[src/rtl/bram_mux_pkg.sv]
// Shared constants, read-tag type and bank decode helper for the pipelined BRAM mux.
package bram_mux_pkg;

    localparam int BANK_SEL_INTERLEAVE = 0;
    localparam int BANK_SEL_BLOCK      = 1;
    localparam int TAG_BANK_W          = 8;

    typedef struct packed {
        logic                  valid;
        logic                  err;
        logic [TAG_BANK_W-1:0] bank_id;
    } rd_tag_t;

    // Bank number before the range check; blocked mode may yield ids >= NB_BRAMS.
    function automatic logic [TAG_BANK_W-1:0] bank_decode(
        input logic [31:0] addr,
        input int          row_w,
        input int          id_w,
        input int          mode
    );
        logic [31:0] mask_s;
        logic [31:0] raw_s;
        mask_s = (32'd1 << id_w) - 32'd1;
        if (mode == BANK_SEL_BLOCK) begin
            raw_s = (addr >> row_w) & mask_s;
        end else begin
            raw_s = addr & mask_s;
        end
        return TAG_BANK_W'(raw_s);
    endfunction

endpackage

[src/rtl/bram_mux_pipelined_if.sv]
// Flat-address request/response bus plus the per-bank BRAM side of the mux.
interface bram_mux_pipelined_if #(
    parameter int NB_BRAMS        = 4,
    parameter int BANK_ADDR_WIDTH = 10,
    parameter int DATA_WIDTH      = 64
);
    localparam int ADDR_WIDTH = BANK_ADDR_WIDTH + $clog2(NB_BRAMS);

    logic [ADDR_WIDTH-1:0]                          in_addr;
    logic [DATA_WIDTH-1:0]                          in_wr_data;
    logic                                           in_wr_en;
    logic                                           in_rd_en;
    logic [DATA_WIDTH-1:0]                          in_rd_data;
    logic                                           in_rd_valid;
    logic                                           in_rd_err;
    logic [NB_BRAMS-1:0][BANK_ADDR_WIDTH-1:0]       out_addr;
    logic [NB_BRAMS-1:0][DATA_WIDTH-1:0]            out_wr_data;
    logic [NB_BRAMS-1:0]                            out_wr_en;
    logic [NB_BRAMS-1:0]                            out_rd_en;
    logic [NB_BRAMS-1:0][DATA_WIDTH-1:0]            out_rd_data;

    modport slave (
        input  in_addr, in_wr_data, in_wr_en, in_rd_en, out_rd_data,
        output in_rd_data, in_rd_valid, in_rd_err,
               out_addr, out_wr_data, out_wr_en, out_rd_en
    );

    modport master (
        output in_addr, in_wr_data, in_wr_en, in_rd_en, out_rd_data,
        input  in_rd_data, in_rd_valid, in_rd_err,
               out_addr, out_wr_data, out_wr_en, out_rd_en
    );

endinterface

[src/rtl/bram_rd_tag_pipe.sv]
// Fixed-depth shift register carrying read tags alongside the bank read latency.
module bram_rd_tag_pipe
    import bram_mux_pkg::*;
#(
    parameter int DEPTH = 3
) (
    input  logic    clk,
    input  logic    rst_n,
    input  rd_tag_t tag_i,
    output rd_tag_t tag_o
);

    rd_tag_t pipe_q [DEPTH];

    // Advance every cycle; reset drops all in-flight reads.
    always_ff @(posedge clk or negedge rst_n) begin
        if (!rst_n) begin
            for (int i = 0; i < DEPTH; i++) begin
                pipe_q[i] <= '0;
            end
        end else begin
            pipe_q[0] <= tag_i;
            for (int i = 1; i < DEPTH; i++) begin
                pipe_q[i] <= pipe_q[i-1];
            end
        end
    end

    assign tag_o = pipe_q[DEPTH-1];

endmodule

[src/rtl/bram_mux_pipelined.sv]
// Joins NB_BRAMS banks into one flat address space with fully pipelined, in-order reads.
module bram_mux_pipelined
    import bram_mux_pkg::*;
#(
    parameter int NB_BRAMS        = 4,
    parameter int BANK_ADDR_WIDTH = 10,
    parameter int DATA_WIDTH      = 64,
    parameter int BRAM_RD_LATENCY = 2,
    parameter int BANK_SEL_MODE   = BANK_SEL_INTERLEAVE,
    parameter int ERR_CNT_WIDTH   = 16
) (
    input  logic                     clk,
    input  logic                     rst_n,
    bram_mux_pipelined_if.slave      bus,
    output logic [ERR_CNT_WIDTH-1:0] err_cnt
);

    localparam int BANK_ID_WIDTH = $clog2(NB_BRAMS);
    localparam int ADDR_WIDTH    = BANK_ADDR_WIDTH + BANK_ID_WIDTH;

    if (NB_BRAMS < 32'sd2 || NB_BRAMS > (32'sd1 << TAG_BANK_W)) begin : g_chk_nb
        $error("bram_mux_pipelined: NB_BRAMS out of supported range");
    end
    if (BANK_SEL_MODE == BANK_SEL_INTERLEAVE && (NB_BRAMS & (NB_BRAMS - 32'sd1)) != 32'sd0) begin : g_chk_pow2
        $error("bram_mux_pipelined: interleaved mode needs NB_BRAMS to be a power of two");
    end
    if (BRAM_RD_LATENCY < 32'sd1 || BRAM_RD_LATENCY > 32'sd4) begin : g_chk_lat
        $error("bram_mux_pipelined: BRAM_RD_LATENCY must be 1..4");
    end
    if (ADDR_WIDTH > 32'sd32) begin : g_chk_aw
        $error("bram_mux_pipelined: flat address wider than 32 bits");
    end

    logic [TAG_BANK_W-1:0]                    bank_s;
    logic [BANK_ADDR_WIDTH-1:0]               row_s;
    logic                                     in_range_s;
    logic                                     req_s;

    logic [NB_BRAMS-1:0][BANK_ADDR_WIDTH-1:0] out_addr_q,    out_addr_d;
    logic [NB_BRAMS-1:0][DATA_WIDTH-1:0]      out_wr_data_q, out_wr_data_d;
    logic [NB_BRAMS-1:0]                      out_wr_en_q,   out_wr_en_d;
    logic [NB_BRAMS-1:0]                      out_rd_en_q,   out_rd_en_d;
    logic [ERR_CNT_WIDTH-1:0]                 err_cnt_q,     err_cnt_d;
    logic [DATA_WIDTH-1:0]                    rd_data_q,     rd_data_d;
    logic                                     rd_valid_q,    rd_valid_d;
    logic                                     rd_err_q,      rd_err_d;

    rd_tag_t                                  tag_in_s;
    rd_tag_t                                  tag_tail_s;
    logic [DATA_WIDTH-1:0]                    bank_rd_data_s;

    assign bank_s     = bank_decode(32'(bus.in_addr), BANK_ADDR_WIDTH, BANK_ID_WIDTH, BANK_SEL_MODE);
    assign in_range_s = (bank_s < TAG_BANK_W'(NB_BRAMS));
    assign req_s      = bus.in_rd_en | bus.in_wr_en;

    if (BANK_SEL_MODE == BANK_SEL_BLOCK) begin : g_row_block
        assign row_s = bus.in_addr[BANK_ADDR_WIDTH-1:0];
    end else begin : g_row_interleave
        assign row_s = bus.in_addr[ADDR_WIDTH-1:BANK_ID_WIDTH];
    end

    // Request steering: only the selected bank is loaded, the rest keep addr/data.
    always_comb begin
        out_addr_d    = out_addr_q;
        out_wr_data_d = out_wr_data_q;
        out_wr_en_d   = '0;
        out_rd_en_d   = '0;
        for (int b = 0; b < NB_BRAMS; b++) begin
            if (req_s && in_range_s && (bank_s == TAG_BANK_W'(b))) begin
                out_addr_d[b]    = row_s;
                out_wr_data_d[b] = bus.in_wr_data;
                out_wr_en_d[b]   = bus.in_wr_en;
                out_rd_en_d[b]   = bus.in_rd_en;
            end else begin
                out_wr_en_d[b]   = 1'b0;
                out_rd_en_d[b]   = 1'b0;
            end
        end
        // A combined rd+wr is a single access, so it counts once.
        if (req_s && !in_range_s && (err_cnt_q != '1)) begin
            err_cnt_d = err_cnt_q + ERR_CNT_WIDTH'(1'b1);
        end else begin
            err_cnt_d = err_cnt_q;
        end
    end

    always_comb begin
        tag_in_s         = '0;
        tag_in_s.valid   = bus.in_rd_en;
        tag_in_s.err     = ~in_range_s;
        tag_in_s.bank_id = bank_s;
    end

    bram_rd_tag_pipe #(
        .DEPTH (BRAM_RD_LATENCY + 1)
    ) u_tag_pipe (
        .clk   (clk),
        .rst_n (rst_n),
        .tag_i (tag_in_s),
        .tag_o (tag_tail_s)
    );

    // Response selection from the bank named by the tag leaving the pipe.
    always_comb begin
        bank_rd_data_s = '0;
        for (int b = 0; b < NB_BRAMS; b++) begin
            if (tag_tail_s.bank_id == TAG_BANK_W'(b)) begin
                bank_rd_data_s = bus.out_rd_data[b];
            end else begin
                bank_rd_data_s = bank_rd_data_s;
            end
        end
        if (tag_tail_s.valid) begin
            rd_valid_d = 1'b1;
            rd_err_d   = tag_tail_s.err;
            rd_data_d  = tag_tail_s.err ? '0 : bank_rd_data_s;
        end else begin
            rd_valid_d = 1'b0;
            rd_err_d   = 1'b0;
            rd_data_d  = rd_data_q;
        end
    end

    // State registers for the request stage, error counter and response stage.
    always_ff @(posedge clk or negedge rst_n) begin
        if (!rst_n) begin
            out_addr_q    <= '0;
            out_wr_data_q <= '0;
            out_wr_en_q   <= '0;
            out_rd_en_q   <= '0;
            err_cnt_q     <= '0;
            rd_data_q     <= '0;
            rd_valid_q    <= 1'b0;
            rd_err_q      <= 1'b0;
        end else begin
            out_addr_q    <= out_addr_d;
            out_wr_data_q <= out_wr_data_d;
            out_wr_en_q   <= out_wr_en_d;
            out_rd_en_q   <= out_rd_en_d;
            err_cnt_q     <= err_cnt_d;
            rd_data_q     <= rd_data_d;
            rd_valid_q    <= rd_valid_d;
            rd_err_q      <= rd_err_d;
        end
    end

    assign bus.out_addr    = out_addr_q;
    assign bus.out_wr_data = out_wr_data_q;
    assign bus.out_wr_en   = out_wr_en_q;
    assign bus.out_rd_en   = out_rd_en_q;
    assign bus.in_rd_data  = rd_data_q;
    assign bus.in_rd_valid = rd_valid_q;
    assign bus.in_rd_err   = rd_err_q;
    assign err_cnt         = err_cnt_q;

endmodule

[src/flat_wrapper.sv]
// flat-port wrapper written by rule: the top's interface ports become plain ports
module bram_mux_pipelined_flat import bram_mux_pkg::*;
#(
    parameter int NB_BRAMS        = 4,
    parameter int BANK_ADDR_WIDTH = 10,
    parameter int DATA_WIDTH      = 64,
    parameter int BRAM_RD_LATENCY = 2,
    parameter int BANK_SEL_MODE   = BANK_SEL_INTERLEAVE,
    parameter int ERR_CNT_WIDTH   = 16
)
  (clk, rst_n, err_cnt, bus_in_addr, bus_in_wr_data, bus_in_wr_en, bus_in_rd_en, bus_out_rd_data, bus_in_rd_data, bus_in_rd_valid, bus_in_rd_err, bus_out_addr, bus_out_wr_data, bus_out_wr_en, bus_out_rd_en);
  bram_mux_pipelined_if #(.NB_BRAMS(NB_BRAMS), .BANK_ADDR_WIDTH(BANK_ADDR_WIDTH), .DATA_WIDTH(DATA_WIDTH)) bus_i ();
  input  logic clk;
  input  logic rst_n;
  output logic [ERR_CNT_WIDTH-1:0] err_cnt;
  input wire logic [$bits(bus_i.in_addr)-1:0] bus_in_addr;
  input wire logic [$bits(bus_i.in_wr_data)-1:0] bus_in_wr_data;
  input wire logic [$bits(bus_i.in_wr_en)-1:0] bus_in_wr_en;
  input wire logic [$bits(bus_i.in_rd_en)-1:0] bus_in_rd_en;
  input wire logic [$bits(bus_i.out_rd_data)-1:0] bus_out_rd_data;
  output wire logic [$bits(bus_i.in_rd_data)-1:0] bus_in_rd_data;
  output wire logic [$bits(bus_i.in_rd_valid)-1:0] bus_in_rd_valid;
  output wire logic [$bits(bus_i.in_rd_err)-1:0] bus_in_rd_err;
  output wire logic [$bits(bus_i.out_addr)-1:0] bus_out_addr;
  output wire logic [$bits(bus_i.out_wr_data)-1:0] bus_out_wr_data;
  output wire logic [$bits(bus_i.out_wr_en)-1:0] bus_out_wr_en;
  output wire logic [$bits(bus_i.out_rd_en)-1:0] bus_out_rd_en;
  assign bus_i.in_addr = bus_in_addr;
  assign bus_i.in_wr_data = bus_in_wr_data;
  assign bus_i.in_wr_en = bus_in_wr_en;
  assign bus_i.in_rd_en = bus_in_rd_en;
  assign bus_i.out_rd_data = bus_out_rd_data;
  assign bus_in_rd_data = bus_i.in_rd_data;
  assign bus_in_rd_valid = bus_i.in_rd_valid;
  assign bus_in_rd_err = bus_i.in_rd_err;
  assign bus_out_addr = bus_i.out_addr;
  assign bus_out_wr_data = bus_i.out_wr_data;
  assign bus_out_wr_en = bus_i.out_wr_en;
  assign bus_out_rd_en = bus_i.out_rd_en;
  bram_mux_pipelined #(.NB_BRAMS(NB_BRAMS), .BANK_ADDR_WIDTH(BANK_ADDR_WIDTH), .DATA_WIDTH(DATA_WIDTH), .BRAM_RD_LATENCY(BRAM_RD_LATENCY), .BANK_SEL_MODE(BANK_SEL_MODE), .ERR_CNT_WIDTH(ERR_CNT_WIDTH)) u_core (.clk(clk), .rst_n(rst_n), .bus(bus_i), .err_cnt(err_cnt));
endmodule
[config.mk]
export PLATFORM = sky130hd
export DESIGN_NAME = bram_mux_pipelined_flat
export DESIGN_NICKNAME = d
export VERILOG_FILES = /design/src/rtl/bram_mux_pkg.sv /design/src/rtl/bram_mux_pipelined_if.sv /design/src/rtl/bram_rd_tag_pipe.sv /design/src/rtl/bram_mux_pipelined.sv /design/src/flat_wrapper.sv
export SDC_FILE = /design/constraint.sdc
export NUM_CORES = 1
export LEC_CHECK = 0
export BUFFER_PORTS_ARGS = -buffer_cell sky130_fd_sc_hd__buf_2
export CORE_AREA = 2 2 278 280
export DETAILED_ROUTE_END_ITERATION = 10
export DIE_AREA = 0 0 280 282
export HOLD_SLACK_MARGIN = 0.06
export PLACE_DENSITY = 0.47
export SLEW_MARGIN = 20
export SYNTH_ARGS = -nofsm -noshare
export SYNTH_HDL_FRONTEND = slang
export SYNTH_HIERARCHICAL = 1
export SYNTH_SLANG_ARGS = --single-unit
[constraint.sdc]
create_clock -name clk -period 3.4 [get_ports clk]
set_clock_uncertainty 0.05 [all_clocks]
set_input_delay 0.68 -clock clk [delete_from_list [all_inputs] [get_ports clk]]
set_output_delay 0.68 -clock clk [all_outputs]
set_load 0.01 [all_outputs]
[Yosys cells after proc, flatten, opt, wreduce, memory -nomap -nowiden]
Cells that the tools add are included.
Storage, ports and cells
  bits of input ports: 336
  output and inout port bits: 386
  register bits: 398
  word-level logic and storage cells: 59
Cells by class
  bitwise operators: 2
  multiplexer cells: 15
  add/sub/neg operators: 1
  reductions and logical operators: 10
  equality and inequality tests: 7
  magnitude comparators: 1
Operators by type and width (count)
  $mux 64: 5
  $add 16x1->16 const B: 1
  $logic_not 8->1: 2
  $ne 16x16->1 const B: 1
  $mux 1: 10
  $eq 2x2->1 const B: 4
  $logic_and 1x1->1: 7
  $eq 2x1->1 const B: 2
  $lt 2x3->1 const B: 1
  $logic_not 1->1: 1
  $not 1->1: 1
  $or 1x1->1: 1

[Logic depth before layout (Yosys ltp)]
Gate-level depths: netlist (run 1).
  depth in word-level cells: 6
  gate-level depth with buffers: 6
  depth with buffers taken out: 3

[Hierarchy]
The synthesis (run 1) kept the hierarchy.
Modules (own cells, without submodules)
  bram_mux_pipelined: times used 1, seq. area each 9258.9 um2, cells an instance 1169, area an instance 16336.9 um2
  bram_rd_tag_pipe: times used 1, seq. area each 750.7 um2, cells an instance 40, area an instance 825.8 um2

[Least setup slack after synthesis (run 1)]
OpenSTA, ideal clock, no wires.
  path kind: input port to flip-flop
  start point: input port bus_in_addr[0]
  end point: register u_core.out_wr_data_q (netlist bit u_core/bus.out_wr_data[100])
  buffers on the path: 4
  required time: 3.225 ns
  stages on the path: 6
  setup time: 0.125 ns
  slack: 1.394 ns
  data arrival time: 1.831 ns
  cells stage by stage: buf_4 or3b_1 clkbuf_1 buf_6 buf_6 mux2_4
Between the ends
  longest elaborated chain between the ends: 3
  elaborated cells on any way between the ends: 4
  classes of those cells: order compare (1); eq/ne (1); reduce/logical (2)
Ends and longest elaborated chain
  start: declaration: line flat_wrapper.sv:16  | input wire logic [$bits(bus_i.in_addr)-1:0] bus_in_addr;
  $lt 2x3->1: line bram_mux_pipelined.sv:53  | assign in_range_s = (bank_s < TAG_BANK_W'(NB_BRAMS));
  $logic_and 1x1->1: line bram_mux_pipelined.sv:69  | if (req_s && in_range_s && (bank_s == TAG_BANK_W'(b))) begin
  $logic_and 1x1->1 *: line bram_mux_pipelined.sv:69
  end signal: assignment: line bram_mux_pipelined.sv:137  | out_wr_data_q <= out_wr_data_d;
  end: declaration: line bram_mux_pipelined.sv:40  | logic [NB_BRAMS-1:0][DATA_WIDTH-1:0] out_wr_data_q, out_wr_data_d;
Every way passes the cells marked *; elsewhere a longest branch is shown, timed or not.
A chain may end at the register's enable or synchronous reset.

==> results.env, run 1 <==
TIMING.SLEW.HEADROOM_PCT=47.52
TOTALWIRELENGTH_UM=57170
SKEW_PAIR_LATE_INSERTION_DELAY_PS=580
GRT.TOTAL_USAGE_PCT=13.79
GLOBALROUTE.TOTALOVERFLOW=0
POSTCTSRESIZEDCELLS=0
FINAL_PERIOD_MINUS_WORST_SETUP_SLACK_PS=2227
SYNTH.FF_LATCH_COUNT=400
WORST-SLEW-PIN-TRANSITION_PS=787.2
INITIAL_UTILIZATION_PCT=22.67
CRITICAL_PATH_RT_PS=3800
WORSTPATHMAXFANOUT=28
POST_DRT_WL_PER_CELL_UM=19.53
DRTPASS1ITERATIONS=4
VIA_COUNT=12644
PLACED_INST_AREA_UM2=21810
MAX_CLOCK_FREQ_MHz=449.0
NUMPORTBUFFERS=705
WORST_EP_ARRIVAL_TIME_PS=2630
TIMING.CRITICAL_PATH.TO_TYPE='flop'
CTS_TREE='built'
FINAL_NETS=2246
CTSHOLDBUFFERS=0
FINAL_SETUP_VIOLS=0
SYNTH-WARNING-COUNT=6
BOUNDARYPINS=722
P_SWITCHING_mW=3.745
ROOT_BUFFER='sky130_fd_sc_hd__clkbuf_16'
DIE_AR_UM2=78960
POST-CTS-SETUP-BUFFERS=0
LAYOUT_CELLS_SIZED_ABOVE_1_PCT=57.53
CLOCK_SINK_COUNT=400
GRT_MAX_DEGREE=84
YOSYS.AREA.TOP_TYPE_SHARE_PCT=58.32
REG2REG_SETUP_SLACK_PS=1170
DETAIL_ROUTE.ITER0.VIOLATIONS=529
FLOORPLAN.ROWS=101
SYNTHESIS.AREA_PER_INSTANCE_UM2=14.20
MAXSLEWVIOLCOUNT=0
FIN_CELLS=2927
FINALHOLDVIOLATIONS=0
CTS.PATH.MAX_BUFFERS=3
MULTI_INPUT_AREA_UM2=6643
IR_WORST_VDD_mV=0.3941
CRITICAL_PATH.ENDPOINT='u_core/bus.in_rd_data[39]$_DFFE_PN0P_'
AVGVIACOUNTPERCELL=4.320
TIMING.SETUP.CRITICAL_PATH_CLASS='flop to flop'
R2R.WORST_PATH.CELLS=4
INSERTED_CLOCK_BUFFERS=46
NUMBER_OF_SYNTHESIZED_FLOPS_WITH_AN_ENABLE_PIN=0
SWITCHING_SHARE_PCT=27.93
SYN_INST=1209
DIE_WIDTH_UM=280
R2R-END='u_core/bus.in_rd_data[39]$_DFFE_PN0P_'
PWR-SHARE-COMB_PCT=19.2
RSZ0062_AT_GRT='false'
POWER.DENSITY_CELL_AREA_nW_PER_UM2=573.9
POWER.CLOCK.FRACTION_PCT=37.8
CLKSLEWWORSTSETUPHOLDPATHS_PS=60
RUN_STATUS='finished, final reports clean'
FINAL_ANT_VIOL_NETS=0
INTERNAL-POWER_mW=9.664
WORST_HOLD_PATH_TYPE='input pin to asynchronous set/reset pin'
WORSTREG2REGSTART='u_core/u_tag_pipe/tag_o[9]$_DFF_PN0_'
SYNTH.CELL_AREA_UM2=17160
CORE_AREA_UM2=75700
SETUP.WORST_PATH.START='u_core/u_tag_pipe/tag_o[9]$_DFF_PN0_'
SYNTH.LIB_CELLS_USED.DISTINCT=24
POWER.TOTAL_mW=13.41
CAP_VIOLATIONS=0
POST-ROUTE-CELL-AREA_UM2=23360
WORSTSETUPSTARTPOINTTYPE='flop'
HEIGHT_OF_THE_DIE_UM=282
YOSYSSEQAREASHARE_PCT=58.32
YS_ASYNC_RST_SHARE_PCT=100.0
PLACE_HPWL_UM=41720
REG_POWER_SHARE_PCT=43.1
GRT_PASS1_VIAS=13344
TOTALNEGATIVESETUPSLACK_PS=0
FINALCRITPERIODSHARE_PCT=65.50
REGISTER_AREA_UM2=10020
AREA.GROWTH.SYNTH_TO_FINAL_PCT=36.14
GPL_CONGESTION=0.7636
POST-ROUTE-DRC-COUNT=0
POWER.LEAKAGE_nW=11.61
FINAL.SETUP.WORST_SLACK_PS=1173
PLACEMENT.SETUP.WORST_SLACK_PS=982.9
GRT_PASS1_WL_UM=83370
LEADING_POST_SYNTHESIS_CELLS_BY_CELL_AREA='sky130_fd_sc_hd__dfrtp_1, sky130_fd_sc_hd__mux2_2, sky130_fd_sc_hd__mux2i_1'
CTS_HTREE_LEVELS=2
YOSYS.AREA.TOP_TYPE='sky130_fd_sc_hd__dfrtp_1'
YS.FLOP_TYPE='sky130_fd_sc_hd__dfrtp_1'
NUM-FILL-CELLS=7758
PLACEDCELLCOUNT=2840
GRT_ANTENNA_BEFORE_REPAIR=12
area by class of cell:
| type | count | share of cell area [%] |
|---|---|---|
| repair buffers | 738 | 16.74 |
| diodes | 4 | 0.04284 |
| inverters | 3 | 0.04820 |
| well taps | 978 | 5.237 |
| clock inverters | 20 | 0.9478 |
| multi-input cells | 721 | 28.43 |
| flip-flops and latches | 400 | 42.88 |
| clock buffers | 63 | 5.676 |
cells in the mapped netlist, drive strengths merged (3+ instances only):
library cell and number:
nand2b 64, and3 64, inv 3, buf 79, a21oi 64, clkbuf 28
nor3 5, mux2i 128, dfrtp 400, a221oi 64, nor2 6, mux2 296
cell families after synthesis:
logic type / count (synthesis) / synth area share [%]
AOI/OAI and AO/OA: 130 / 5.205
buffers and inverters: 110 / 3.558
muxes: 424 / 27.72
other: 1 / 0.02185
DFF: 400 / 58.32
and+or+nand+nor: 144 / 5.176
power by group through the flow:
stage	Combinational, mW	Sequential (mW)	Clock (mW)
5_1_grt	2.78	5.86	5.48
4_1_cts	2.63	5.78	5.25
3_5_place_dp	2.63	5.85	0
3_3_place_gp	2.60	5.83	0
2_1_floorplan	0.976	6.11	0
6_report	2.57	5.77	5.07
worst min-delay path by stage:
stage | startpoint | endpoint | slack, ps | depth (start not counted)
floorplan | u_core/u_tag_pipe/pipe_q[20]$_DFF_PN0_ | u_core/u_tag_pipe/pipe_q[10]$_DFF_PN0_ | 280 | 0
global placement | u_core/u_tag_pipe/pipe_q[27]$_DFF_PN0_ | u_core/u_tag_pipe/pipe_q[17]$_DFF_PN0_ | 280 | 0
detailed placement | u_core/u_tag_pipe/pipe_q[12]$_DFF_PN0_ | u_core/u_tag_pipe/tag_o[2]$_DFF_PN0_ | 280 | 0
CTS | rst_n | u_core/bus.out_addr[35]$_DFFE_PN0P_ | 80 | 1
global route | rst_n | u_core/bus.out_wr_data[194]$_DFFE_PN0P_ | 100 | 1
finish | rst_n | u_core/bus.out_wr_data[194]$_DFFE_PN0P_ | 50 | 1
sequential cells by signal, summed over array words and instances, names as in the netlist:
signal                    cells
u_core/bus.in_rd_valid        1
u_core/u_tag_pipe/pipe_q     20
u_core/bus.out_addr          40
u_core/bus.out_rd_en          4
u_core/bus.out_wr_data      256
u_core/bus.out_wr_en          4
u_core/bus.in_rd_data        64
u_core/bus.in_rd_err          1
u_core/u_tag_pipe/tag_o      10
layer usage:
metal | global-route usage (%) | vias up | share of wire (%)
met5 | 0 | - | 0.17
met4 | 4.909 | 14 | 3.2
met3 | 5.867 | 102 | 10
met2 | 23.45 | 525 | 49
met1 | 15.40 | 6216 | 38
li1 | - | 5787 | -
placed cells by master (no fill, tap or decap), types with 2 or more instances in the layout:
cell / netlist / final
sky130_fd_sc_hd__clkbuf_1: 28 / 7
sky130_fd_sc_hd__buf_2: 47 / 704
sky130_fd_sc_hd__inv_1: 2 / 2
sky130_fd_sc_hd__clkinv_4: 0 / 2
sky130_fd_sc_hd__mux2_4: 38 / 38
sky130_fd_sc_hd__clkbuf_16: 0 / 47
sky130_fd_sc_hd__conb_1: 1 / 23
sky130_fd_sc_hd__nand2b_1: 64 / 64
sky130_fd_sc_hd__and3_1: 64 / 64
sky130_fd_sc_hd__a21oi_1: 64 / 64
sky130_fd_sc_hd__a221oi_1: 64 / 64
sky130_fd_sc_hd__dfrtp_4: 0 / 2
sky130_fd_sc_hd__inv_6: 0 / 3
sky130_fd_sc_hd__buf_12: 0 / 10
sky130_fd_sc_hd__nor2_1: 6 / 5
sky130_fd_sc_hd__mux2_2: 258 / 258
sky130_fd_sc_hd__dfrtp_1: 400 / 397
sky130_fd_sc_hd__clkbuf_8: 0 / 9
sky130_fd_sc_hd__nor3_1: 5 / 4
sky130_fd_sc_hd__bufinv_16: 0 / 3
sky130_fd_sc_hd__mux2i_1: 128 / 128
sky130_fd_sc_hd__buf_4: 27 / 23
sky130_fd_sc_hd__clkinvlp_4: 0 / 5
sky130_fd_sc_hd__diode_2: 0 / 4
sky130_fd_sc_hd__clkinv_2: 0 / 6
metrics by stage:
step	hold slack [ps]	util, %
final	46.59	30.87
after global placement	281.3	28.81
after floorplan	281.2	-
after CTS	83.94	30.85
after detailed placement	284.7	28.81
after global routing	99.02	30.86
critical path, cell delays in order, from the launching register on:
cell and delay [ps]:
sky130_fd_sc_hd__dfrtp_2 570, sky130_fd_sc_hd__nor4b_2 290, sky130_fd_sc_hd__nand2_2 430, sky130_fd_sc_hd__buf_4 410, sky130_fd_sc_hd__a221oi_1 310
(Power assumes the default switching activity.)
==> inputs of run 2 (changes only) <==
CORE_AREA = 2 2 277 279   (was 2 2 278 280)
DIE_AREA = 0 0 279 281   (was 0 0 280 282)
PLACE_DENSITY = 0.49   (was 0.47)
clock period = 1.9 ns   (was 3.4 ns; I/O delays follow)
==> run 2 against run 1 <==
Register-to-register slack got worse by 1000 ps. Sequential share of layout area fell by 1.9 points. Sequential cell count did not move. Largest power group unchanged. Hold slack improved by 44 ps. Final area rose by 4.5%. Critical path type is now input pin to flop. Largest cell class unchanged.
==> results.env, run 2 (synthesis results as in run 1) <==
GRT.TOTAL_USAGE_PCT=13.95  # +0.16 points
FINAL_SETUP_VIOLS=0  # unchanged
GRT_MAX_DEGREE=68  # -19%
INSERTED_CLOCK_BUFFERS=46  # unchanged
CTS.PATH.MAX_BUFFERS=3  # unchanged
FINAL_PERIOD_MINUS_WORST_SETUP_SLACK_PS=1843
GRT_PASS1_VIAS=13763  # +3.1%
WORST_HOLD_PATH_TYPE='input pin to flop'
TOTALNEGATIVESETUPSLACK_PS=0  # unchanged
POST_DRT_WL_PER_CELL_UM=19.14  # -2.0%
CTS_TREE='built'
VIA_COUNT=13118  # +3.7%
AREA.GROWTH.SYNTH_TO_FINAL_PCT=42.31
FINALHOLDVIOLATIONS=0  # unchanged
LAYOUT_CELLS_SIZED_ABOVE_1_PCT=56.05  # -1.5 points
TOTALWIRELENGTH_UM=58020  # +1.5%
CLOCK_SINK_COUNT=400  # unchanged
GRT_ANTENNA_BEFORE_REPAIR=7  # -5
CAP_VIOLATIONS=0  # unchanged
WORST_EP_ARRIVAL_TIME_PS=2240  # -390 ps
WORSTPATHMAXFANOUT=25  # -11%
CTS_HTREE_LEVELS=2  # unchanged
FINALCRITPERIODSHARE_PCT=97.00
GRT_PASS1_WL_UM=84500  # +1.4%
TIMING.CRITICAL_PATH.SLOWEST_STAGE_CELL='sky130_fd_sc_hd__dlygate4sd3_1'
FINAL_COMMON_CELL='sky130_fd_sc_hd__buf_2'
MOSTFREQUENTLAYOUTCELLS='sky130_fd_sc_hd__buf_2, sky130_fd_sc_hd__dfrtp_1, sky130_fd_sc_hd__mux2_2'
MAXSLEWVIOLCOUNT=0  # unchanged
CORE_AREA_UM2=75440  # -0.33%
POSTCTSRESIZEDCELLS=0  # unchanged
MAX_CLOCK_FREQ_MHz=542.6
FLOORPLAN.ROWS=101  # unchanged
INITIAL_UTILIZATION_PCT=22.75  # +0.076 points
NUMBER_OF_FLIP_FLOPS_IN_THE_LARGEST_REGISTER=256  # unchanged
RUN_STATUS='finished, final reports clean'
MAX_STAGE_DELAY_PS=550  # -20 ps
POWER.DENSITY_CELL_AREA_nW_PER_UM2=978.4  # +70%
WORSTSETUPSTARTPOINTTYPE='input pin'
ROOT_BUFFER='sky130_fd_sc_hd__clkbuf_16'
CRITICAL_PATH_RT_PS=2290  # -1510 ps
POWER.LEAKAGE_nW=12.11  # +4.3%
TIMING.HOLD.WS_PS=90.48  # +43.89 ps
DIE_WIDTH_UM=279  # -0.36%
HEIGHT_OF_THE_DIE_UM=281  # -0.35%
TIMING.CRITICAL_PATH.TO_TYPE='flop'
FINAL_NETS=2354  # +4.8%
GLOBALROUTE.TOTALOVERFLOW=0  # unchanged
PATH_CELLS='dlygate4sd3_1, buf_2, or3b_4, buf_12, mux2_4'
NUMPORTBUFFERS=705  # unchanged
AVGVIACOUNTPERCELL=4.327  # +0.16%
TIMING.SETUP.CRITICAL_PATH_CLASS='input pin to flop'
IR_WORST_VDD_mV=0.6295  # +60%
SKEW_PAIR_LATE_INSERTION_DELAY_PS=570  # about the same
FINAL_ANT_VIOL_NETS=0  # unchanged
BOUNDARYPINS=722  # unchanged
DIE_AR_UM2=78400  # -0.71%
PLACE_HPWL_UM=42960  # +3.0%
DRTPASS1ITERATIONS=5  # +1
RSZ0062_AT_GRT='false'
POST-ROUTE-DRC-COUNT=0  # unchanged
GPL_CONGESTION=0.7852  # +2.8%
DETAIL_ROUTE.ITER0.VIOLATIONS=496  # -6.2%
CLKSLEWWORSTSETUPHOLDPATHS_PS=60  # about the same
## run 2: power breakdown
group	leakage, nW	internal (mW)	switching (mW)
Clock	0.719	5.09	3.61
Sequential	4.86	9.70	0.642
Combinational	6.54	2.45	2.41
## run 2: worst paths after layout
path                                                   startpoint                                 endpoint  slack [ps]  cells after the start
setup reg to reg             u_core/u_tag_pipe/tag_o[1]$_DFF_PN0_    u_core/bus.in_rd_data[30]$_DFFE_PN0P_         130                      5
setup / recovery                                   bus_in_addr[0]  u_core/bus.out_wr_data[112]$_DFFE_PN0P_          60                      5
max in group asynchronous                                   rst_n  u_core/bus.out_wr_data[174]$_DFFE_PN0P_         720                      3
hold reg to reg            u_core/u_tag_pipe/pipe_q[10]$_DFF_PN0_     u_core/u_tag_pipe/tag_o[0]$_DFF_PN0_         300                      0
min in group asynchronous                                   rst_n       u_core/bus.out_addr[4]$_DFFE_PN0P_         290                      2
hold / removal                                  bus_in_wr_data[3]  u_core/bus.out_wr_data[131]$_DFFE_PN0P_          90                      2
## run 2: cell type report
| cell class | count | area (µm²) |
|---|---|---|
| clock inverters | 13 | 150.1 |
| clock buffers | 67 | 1320 |
| repair buffers | 846 | 5047 |
| fillers | 7614 | 51020 |
| flip-flops and latches | 400 | 10020 |
| multi-input cells | 721 | 6643 |
| well taps | 978 | 1224 |
| inverters | 3 | 11.26 |
| diodes | 4 | 10.01 |
## run 2: timing repair
action	4_1_cts	5_1_grt
hold buffers	70	0
buffers inserted	0	1
hold endpoints to repair	293	0
setup endpoints to repair	0	2
## run 2: critical path, delay by kind of cell
family	cells	cell delay [ps]
mux	1	310
buf+inv	3	1020
simple gates	1	500
## run 2: metal layers
metal | GRT usage [%] | vias up | routed length (µm)
met1 | 15.97 | 6488 | 22450
li1 | - | 5973 | -
met2 | 23.94 | 552 | 28360
met4 | 4.522 | 4 | 1717
met5 | 0 | - | 25
met3 | 5.296 | 101 | 5475
## run 2: through the flow
stage	setup slack [ps]	area (µm²)	utilization (%)	cells	power (mW)
final	56.94	24420	32.37	3032	23.90
after global routing	29.83	24420	32.37	3030	25.08
after CTS	39.07	24390	32.33	3027	24.26
after detailed placement	62.42	22220	29.46	2877	15.28
after global placement	88.05	22220	29.46	2877	15.19
after floorplan	194.0	17250	-	1231	12.69
==> inputs of run 3 (changes only) <==
CORE_AREA = 2 2 281 283   (was 2 2 277 279)
DIE_AREA = 0 0 283 285   (was 0 0 279 281)
PLACE_DENSITY = 0.46   (was 0.49)
clock period = 2 ns   (was 1.9 ns; I/O delays follow)
==> run 3 against run 2 <==
Via count shrank 0.72%. Non-clock buffer count decreased by 17. Power down 4.2%. Critical path depth is the same. Cell count rose by 2.0%. Die area increased by 2.9%. Hold slack better by 7.6 ps. Sequential share of layout area up 0.061 points. Worst setup slack improved by 66 ps. Sequential cell count stayed put. Critical path type unchanged. Largest power group unchanged.
==> results.env, run 3 (synthesis results as in run 1) <==
RUN_STATUS='finished, final reports clean'
VIA_COUNT=13023  # -0.72%
SWITCHING_SHARE_PCT=27.94  # +0.059 points
R2R.WORST_PATH.CELLS=4  # -1
DRTPASS1ITERATIONS=4  # -1
PWR-SHARE-COMB_PCT=19.9  # -0.4 points
WORST_HOLD_PATH_TYPE='input pin to flop'
TOTALWIRELENGTH_UM=57400  # -1.1%
INSERTED_CLOCK_BUFFERS=48  # +4.3%
P_SWITCHING_mW=6.393  # -4.0%
DETAIL_ROUTE.ITER0.VIOLATIONS=371  # -25%
ROOT_BUFFER='sky130_fd_sc_hd__clkbuf_16'
AREA.GROWTH.SYNTH_TO_FINAL_PCT=42.09
PATH_CELLS='dlygate4sd3_1, buf_2, o211ai_1, buf_12, mux2_2'
POST-ROUTE-CELL-AREA_UM2=24390  # -0.15%
GPL_CONGESTION=0.9698  # +24%
IR_WORST_VDD_mV=0.7096  # +13%
WORSTSETUPSTARTPOINTTYPE='input pin'
FINAL_COMMON_CELL='sky130_fd_sc_hd__buf_2'
GRT_MAX_DEGREE=71  # +4.4%
FINAL_NETS=2339  # -0.64%
REG2REG_SETUP_SLACK_PS=250  # +120 ps
NUMBER_OF_FLIP_FLOPS_IN_THE_LARGEST_REGISTER=256  # unchanged
FINALCRITPERIODSHARE_PCT=93.85
MOSTFREQUENTLAYOUTCELLS='sky130_fd_sc_hd__buf_2, sky130_fd_sc_hd__dfrtp_1, sky130_fd_sc_hd__mux2_2'
FINAL_ANT_VIOL_NETS=0  # unchanged
TIMING.CRITICAL_PATH.TO_TYPE='flop'
POST_DRT_WL_PER_CELL_UM=18.56  # -3.0%
PLACED_INST_AREA_UM2=22240  # about the same
GLOBALROUTE.TOTALOVERFLOW=0  # unchanged
TOTALNEGATIVESETUPSLACK_PS=0  # unchanged
DIE_AR_UM2=80660  # +2.9%
AVGVIACOUNTPERCELL=4.210  # -2.7%
NUM-FILL-CELLS=8000  # +5.1%
CAP_VIOLATIONS=0  # unchanged
FINAL.SETUP.WORST_SLACK_PS=123.0  # +66.11 ps
MAX_CLOCK_FREQ_MHz=532.8
WORSTREG2REGSTART='u_core/u_tag_pipe/tag_o[1]$_DFF_PN0_'
INTERNAL-POWER_mW=16.49  # -4.3%
POWER.DENSITY_CELL_AREA_nW_PER_UM2=938.3  # -4.1%
HOLD-PATH-ENDPOINT='u_core/bus.out_addr[15]$_DFFE_PN0P_'
WORSTPATHMAXFANOUT=53  # +110%
CLOCK_SINK_COUNT=400  # unchanged
FINALHOLDVIOLATIONS=0  # unchanged
HOLD_START='bus_in_addr[7]'
SKEW_PAIR_LATE_INSERTION_DELAY_PS=570  # about the same
CORE_AREA_UM2=77970  # +3.3%
RSZ0062_AT_GRT='false'
PLACEMENT.SETUP.WORST_SLACK_PS=113.5  # +51.11 ps
CLKSLEWWORSTSETUPHOLDPATHS_PS=60  # about the same
TIMING.SLEW.HEADROOM_PCT=65.33
MAX_STAGE_DELAY_PS=560  # about the same
POWER.LEAKAGE_nW=12.06  # -0.40%
CTS.PATH.MAX_BUFFERS=3  # unchanged
R2R-END='u_core/bus.in_rd_data[12]$_DFFE_PN0P_'
POSTCTSRESIZEDCELLS=0  # unchanged
REG_POWER_SHARE_PCT=42.9  # -0.4 points
WHS_PATH_DEPTH=2  # unchanged
POWER.CLOCK.FRACTION_PCT=37.2  # +0.8 points
CTS_HTREE_LEVELS=2  # unchanged
LAYOUT_CELLS_SIZED_ABOVE_1_PCT=56.37  # +0.32 points
WORST-SLEW-PIN-TRANSITION_PS=514.6
CTS_TREE='built'
FINAL_SETUP_VIOLS=0  # unchanged
DIE_WIDTH_UM=283  # +1.4%
GRT.TOTAL_USAGE_PCT=13.69  # -0.26 points
HEIGHT_OF_THE_DIE_UM=285  # +1.4%
INITIAL_UTILIZATION_PCT=22.01  # -0.74 points
GRT_PASS1_VIAS=13961  # +1.4%
GRT_PASS1_WL_UM=86910  # +2.8%
NUMPORTBUFFERS=705  # unchanged
WORST_EP_ARRIVAL_TIME_PS=2280  # +40 ps
POWER.TOTAL_mW=22.88  # -4.2%
TIMING.SETUP.CRITICAL_PATH_CLASS='input pin to flop'
FLOORPLAN.ROWS=103  # +2.0%
POST-ROUTE-DRC-COUNT=0  # unchanged
CRITICAL_PATH_RT_PS=2400  # +110 ps
MAXSLEWVIOLCOUNT=0  # unchanged
BOUNDARYPINS=722  # unchanged
FINAL_PERIOD_MINUS_WORST_SETUP_SLACK_PS=1877
PLACE_HPWL_UM=42920  # about the same
GRT_ANTENNA_BEFORE_REPAIR=5  # -2
TIMING.CRITICAL_PATH.SLOWEST_STAGE_CELL='sky130_fd_sc_hd__dlygate4sd3_1'
run 3: layer usage:
layer / vias up / track usage [%] / wire length [µm]
met5: - / 0 / 14
met3: 64 / 5.664 / 5751
li1: 5934 / - / -
met4: 2 / 3.457 / 1184
met1: 6497 / 15.92 / 22430
met2: 526 / 23.30 / 28020
run 3: power groups by stage:
stage	logic [mW]	registers, mW	clock network, mW
floorplan	1.66	10.4	0
global placement	4.51	9.91	0
detailed placement	4.56	9.93	0
CTS	4.65	9.83	8.83
global route	4.92	9.96	9.15
finish	4.56	9.81	8.51
run 3: worst max-delay path by stage:
stage / from / end / slack, ps / cells past startpoint
finish: bus_in_rd_en / u_core/bus.out_wr_data[219]$_DFFE_PN0P_ / 120 / 5
global route: bus_in_addr[1] / u_core/bus.out_wr_data[161]$_DFFE_PN0P_ / 100 / 6
CTS: bus_in_addr[0] / u_core/bus.out_wr_data[116]$_DFFE_PN0P_ / 160 / 5
detailed placement: bus_in_addr[0] / u_core/bus.out_wr_data[116]$_DFFE_PN0P_ / 110 / 4
global placement: bus_in_addr[0] / u_core/bus.out_wr_data[104]$_DFFE_PN0P_ / 140 / 4
floorplan: bus_in_addr[0] / u_core/bus.out_wr_data[100]$_DFFE_PN0P_ / 270 / 6
run 3: worst max-delay path, delay by kind of cell:
| kind | cells | cell delay, ps |
|---|---|---|
| buf+inv | 3 | 1030 |
| mux | 1 | 390 |
| compound gates | 1 | 340 |
run 3: area by class of cell:
| type | count | area, µm² | share of cell area, % |
|---|---|---|---|
| Sequential cell | 400 | 10020 | 41.08 |
| Multi-Input combinational cell | 721 | 6643 | 27.24 |
| Timing Repair Buffer | 829 | 4842 | 19.86 |
| Clock buffer | 70 | 1395 | 5.721 |
| Tap cell | 1050 | 1314 | 5.387 |
| Clock inverter | 17 | 156.4 | 0.6413 |
| Inverter | 3 | 11.26 | 0.04618 |
| Antenna cell | 3 | 7.507 | 0.03078 |
run 3: stage by stage:
stage | std cells | hold WS (ps) | util (%)
2_1_floorplan | 1231 | 54.41 | -
3_5_place_dp | 2944 | 236.1 | 28.52
6_report | 3093 | 98.09 | 31.28
3_3_place_gp | 2944 | 240.7 | 28.52
4_1_cts | 3090 | 61.18 | 31.27
5_1_grt | 3091 | 67.26 | 31.27
run 3: repair_timing:
item,in CTS,in global routing
hold endpoints to repair,459,0
setup buffers,0,0
hold buffers,59,0
